===== src/rtl/uart_tx_arbiter.sv =====
// Round-robin arbiter sharing one UART transmitter among N_REQ byte-stream
// requesters; a grant stays locked to its owner until the message's last byte.
module uart_tx_arbiter #(
    parameter int  N_REQ        = 4,
    parameter int  LOCK_TIMEOUT = 1_000_000,
    localparam int IDW          = (N_REQ > 2) ? $clog2(N_REQ) : 1
) (
    input  logic               clk,
    input  logic               rst_n,
    input  logic [N_REQ-1:0]   req_valid,
    input  logic [8*N_REQ-1:0] req_data,
    input  logic [N_REQ-1:0]   req_last,
    output logic [N_REQ-1:0]   req_ready,
    output logic [7:0]         uart_data,
    output logic               uart_en,
    input  logic               uart_rdy,
    output logic [IDW-1:0]     grant_id,
    output logic               locked,
    output logic               lock_timeout
);

    localparam int WD_W = $clog2(LOCK_TIMEOUT + 1);
    localparam logic [WD_W-1:0] WD_LAST = WD_W'(LOCK_TIMEOUT - 1);

    typedef enum logic [2:0] {
        S_INIT,
        S_IDLE,
        S_ISSUE,
        S_WAIT_LOW,
        S_WAIT_HIGH
    } state_t;

    state_t          state;
    logic [IDW-1:0]  rr_ptr;
    logic [WD_W-1:0] wd_cnt;
    logic [IDW-1:0]  cand;
    logic            cand_ok;
    logic            xfer;
    logic [7:0]      sel_data;
    logic            sel_last;

    function automatic logic [IDW-1:0] rr_add(input logic [IDW-1:0] base, input int off);
        int s;
        s = int'(base) + off;
        if (s >= N_REQ) s = s - N_REQ;
        return IDW'(s);
    endfunction

    // Candidate selection: the owner while locked, else first valid from rr_ptr.
    always_comb begin
        cand    = grant_id;
        cand_ok = 1'b0;
        if (locked) begin
            cand_ok = req_valid[grant_id];
        end else begin
            for (int k = N_REQ - 1; k >= 0; k--) begin
                if (req_valid[rr_add(rr_ptr, k)]) begin
                    cand    = rr_add(rr_ptr, k);
                    cand_ok = 1'b1;
                end
            end
        end
    end

    assign xfer     = (state == S_IDLE) && uart_rdy && cand_ok;
    assign sel_data = req_data[8*int'(cand) +: 8];
    assign sel_last = req_last[cand];

    always_comb begin
        req_ready = '0;
        if (xfer) req_ready[cand] = 1'b1;
    end

    always_ff @(posedge clk or negedge rst_n) begin
        if (!rst_n) begin
            state        <= S_INIT;
            uart_en      <= 1'b0;
            uart_data    <= 8'h00;
            grant_id     <= '0;
            locked       <= 1'b0;
            lock_timeout <= 1'b0;
            rr_ptr       <= '0;
            wd_cnt       <= '0;
        end else begin
            uart_en      <= 1'b0;
            lock_timeout <= 1'b0;
            case (state)
                S_INIT: state <= S_IDLE;
                S_IDLE: begin
                    if (xfer) begin
                        uart_data <= sel_data;
                        grant_id  <= cand;
                        uart_en   <= 1'b1;
                        wd_cnt    <= '0;
                        state     <= S_ISSUE;
                        if (sel_last) begin
                            locked <= 1'b0;
                            rr_ptr <= rr_add(cand, 1);
                        end else begin
                            locked <= 1'b1;
                        end
                    end else if (locked && !req_valid[grant_id]) begin
                        // The expiring idle cycle releases directly, so the count never exceeds WD_LAST.
                        if (wd_cnt == WD_LAST) begin
                            locked       <= 1'b0;
                            rr_ptr       <= rr_add(grant_id, 1);
                            lock_timeout <= 1'b1;
                            wd_cnt       <= '0;
                        end else begin
                            wd_cnt <= wd_cnt + 1'b1;
                        end
                    end else if (!locked) begin
                        wd_cnt <= '0;
                    end
                end
                S_ISSUE: state <= S_WAIT_LOW;
                // The UART holds data_in_rdy high one cycle after sampling; wait for its low phase.
                S_WAIT_LOW: begin
                    if (!uart_rdy) state <= S_WAIT_HIGH;
                end
                S_WAIT_HIGH: begin
                    if (uart_rdy) state <= S_IDLE;
                end
                default: state <= S_INIT;
            endcase
        end
    end

endmodule


===== config.mk =====
export PLATFORM = sky130hd
export DESIGN_NAME = uart_tx_arbiter
export DESIGN_NICKNAME = d
export VERILOG_FILES = /design/src/rtl/uart_tx_arbiter.sv
export SDC_FILE = /design/constraint.sdc
export NUM_CORES = 1
export LEC_CHECK = 0
export CAP_MARGIN = 40
export CORE_MARGIN = 8
export CORE_UTILIZATION = 49
export DETAILED_ROUTE_END_ITERATION = 7
export HOLD_SLACK_MARGIN = 0.03
export MAX_ROUTING_LAYER = met4
export PLACE_DENSITY = 0.8
export RECOVER_POWER = 25
export SLEW_MARGIN = 20
export SYNTH_ARGS = -nofsm -noshare
export SYNTH_HDL_FRONTEND = slang
export SYNTH_SLANG_ARGS = --single-unit

===== constraint.sdc =====
create_clock -name clk -period 5.15 [get_ports clk]
set_clock_uncertainty 0.2 [all_clocks]
set_input_delay 1.03 -clock clk [delete_from_list [all_inputs] [get_ports clk]]
set_output_delay 1.03 -clock clk [all_outputs]
set_load 0.05 [all_outputs]

==> metrics.md <==
| Metric | Value |
|---|---|
| Final wirelength | 6260 um |
| HP Class | flip-flop to flip-flop |
| WP data required | 3.92 ns |
| Reg-to-Reg Start | rr_ptr[1] |
| Die extent in y | 85.9 um |
| Pleak | 0.00131 uW |
| Endpoint type of the worst setup path | output port |
| CTS tree | built |
| Register-to-register setup slack | 2.33 ns |
| Drt pass-1 iters | 4 |
| RSZ-0062 raised after global routing | false |
| Diodes inserted | 0 |
| Placer Congestion | 0.822 |
| Sequential share of the synthesized area | 39.8% |
| Post-placement cell area | 0.00308 mm^2 |
| CTS clock-pin slew for the worst setup and hold paths | 0.07 ns |
| CTS Buf Count | 5 |
| RR Endpoint | rr_ptr[1] |
| Pwr Density | 555 mW/mm^2 |
| Die area | 0.00737 mm^2 |
| H-tree levels | 2 |
| Most frequent cells in the layout | clkdlybuf4s50_1 (54), dfrtp_1 (38), mux2i_1 (29) |
| Core area | 0.00472 mm^2 |
| Largest net degree at the start of global routing | 21 |
| DP Cell Count | 374 |
| Async set or reset register ratio after synthesis | 100% |
| VDD IR max | 266 uV |
| Worst Max-Slew Pin Slew | 1.03 ns |
| # IOs | 60 |
| Num rows | 25 |
| Clock insertion delay at the later pin of the skew report | 0.30 ns |
| Wire per inst | 16.4 um |
| Post-cts sizing count | 0 |
| Fillers | 393 |
| Final Max Tran Viols | 0 |
| F_max | 217 MHz |
| Crit-path max FO | 17 |
| Max-cap viol count | 0 |
| Layout cells sized above 1 | 11.7% |
| Netlist Area Pre-Place | 0.00239 mm^2 |
| Arr. time, crit path | 3.37 ns |
| Post-CTS setup buffers | 0 |
| PortBufs | 59 |
| Setup crit end | req_ready[3] |
| # nets final | 358 |
| DR vias | 2204 |
| Final HPWL from detailed placement | 4730 um |
| Flops & latches, synth | 38 |
| Cell variety after synth | 50 |
| Fin crit share | 89.4% |
| Die Wd | 85.9 um |
| Grt total ovfl | 0 |
| Final Hold Vio Count | 0 |
| Non-Filler Instances | 382 |
| Worst r2r path cells | 7 |
| Starting utilization of the core area | 50.6% |
| Critical path cell sequence | clkdlybuf4s50_1 -> mux4_2 -> nor2_2 -> or4_4 -> clkinv_4 -> nand2_1 -> nor2_1 -> buf_12 |
| Max incr delay on CP | 0.66 ns |
| Cts hold-fix bufs | 0 |
| Critical path class | input pin to output port |
| DRC | 0 |
| Tot Pwr | 1760 uW |
| Syn_area_per_cell | 9.41 um^2 |
| Clk buf depth | 2 |
| Primary FF master, synth | dfrtp_1 |
| Vias/cell | 5.77 |
| Final Critical Period | 4.60 ns |
| Slew headroom | 31.1% |
| Post-synth EDFFs | 0 |
| Mapped Cells | 254 |
| Setup-failing EPs final | 0 |
| Synth warn | 0 |
| Worst Path Buf+Inv | 3 |
| 1st-iter DRT viols | 101 |
| Number of global-route vias before repair | 2150 |
| Total GRT Usage | 18.2% |
| Commonest non-fill, non-tap cell in the layout | clkdlybuf4s50_1 |
| Global-route wire length before repair | 10500 um |
| Area growth, synth to finish | 32.4% |
| Max stage delay cell, worst path | clkdlybuf4s50_1 |
| Crit path from | req_valid[3] |
| Setup TNS Final | 0 ns |
| WP depth | 8 |
| Status | finished, final reports clean |
| Clk root buf | clkbuf_8 |
| Post-detailed-route count of antenna-violating nets | 0 |
| Mapped Nets | 298 |
| Final Instance Area | 0.00317 mm^2 |
| CP Launch Type | input pin |
| Antenna violations before repair | 0 |
| Worst path top cell family by delay | buffers and inverters |
| CTS sink cnt | 38 |
[routing by layer]
| metal | wire (um) | share of wire [%] | global-route usage [%] |
|---|---|---|---|
| met5 | 0 | 0 | - |
| met3 | 452 | 7.2 | 4.01 |
| met4 | 110 | 1.8 | 8.44 |
| met2 | 2730 | 44 | 26.3 |
| met1 | 2970 | 47 | 23.6 |
[where the power goes]
| part | leakage (uW) | total, uW | internal, uW | switching (uW) |
|---|---|---|---|---|
| logic | 0.000761 | 1070 | 448 | 619 |
| registers | 0.000495 | 445 | 370 | 74.7 |
| clock network | 0.0000579 | 246 | 142 | 104 |
[cells by family (layout without fill, tap and decap cells)]
| kind of cell | Yosys count | in the layout | share of synthesized area (%) |
|---|---|---|---|
| AND/OR/NAND/NOR | 89 | 89 | 19.5 |
| AO/OA/AOI/OAI | 61 | 61 | 16.5 |
| multiplexers | 42 | 42 | 18.9 |
| flip-flops | 38 | 38 | 39.8 |
| buffers and inverters | 21 | 82 | 4.08 |
| XOR/XNOR | 2 | 2 | 0.733 |
| adder cells (fa/ha/maj) | 1 | 1 | 0.523 |
[sequential cells by signal, summed over array words and instances, names as in the netlist]
signal	cells
uart_data	8
wd_cnt	20
grant_id	2
lock_timeout	1
locked	1
rr_ptr	2
state	3
uart_en	1
[cell usage after synthesis (2+ instances only)]
master,n,area share (%)
a311oi_1,2,0.73
inv_1,8,1.3
buf_2,8,1.7
o21ai_1,2,0.42
nand3b_1,3,0.94
a31oi_1,3,0.79
o21ai_0,28,5.9
xor2_1,2,0.73
a221oi_1,2,0.73
o41ai_1,2,0.73
nor3_1,6,1.3
mux2i_1,29,12
nand2_1,23,3.6
dfrtp_1,38,40
o22ai_1,2,0.52
nor3b_1,2,0.63
and3_1,6,1.6
and2_1,3,0.79
nor2b_1,3,0.79
or4_1,2,0.63
a22o_1,2,0.73
nand3_1,10,2.1
mux2_2,11,5.2
a21oi_1,5,1.0
o31ai_1,6,1.9
clkbuf_1,2,0.31
nand2b_1,4,1.0
nor4_1,2,0.52
nor2_1,16,2.5
nand4_1,2,0.52
[per-stage QoR]
stage          setup WS, ns  hold WS (ns)  utilization (%)
2_1_floorplan         0.975         0.239                -
3_3_place_gp          0.604         0.255             64.7
3_5_place_dp          0.577         0.263             65.2
4_1_cts               0.561         0.276             67.5
5_1_grt               0.385         0.301             67.0
6_report              0.546         0.280             67.0
[layout make-up]
class	instances	area, um^2	area share (%)
multi-input combinational	195	1350	42.5
sequential	38	951	30.0
timing repair buffer	64	633	20.0
tap	67	83.8	2.65
clock buffer	5	68.8	2.17
inverter	10	42.5	1.34
clock inverter	3	40.0	1.26
[how the worst min path moves through the flow]
stage          startpoint    endpoint  depth (start not counted)  slack (ns)
2_1_floorplan  wd_cnt[19]  wd_cnt[19]                          1        0.24
3_3_place_gp   wd_cnt[19]  wd_cnt[19]                          1        0.26
3_5_place_dp   wd_cnt[19]  wd_cnt[19]                          1        0.26
4_1_cts        wd_cnt[19]  wd_cnt[19]                          1        0.28
5_1_grt        wd_cnt[19]  wd_cnt[19]                          1        0.30
6_report       wd_cnt[19]  wd_cnt[19]                          1        0.28
No activity file was read; power rests on OpenSTA's default activity.
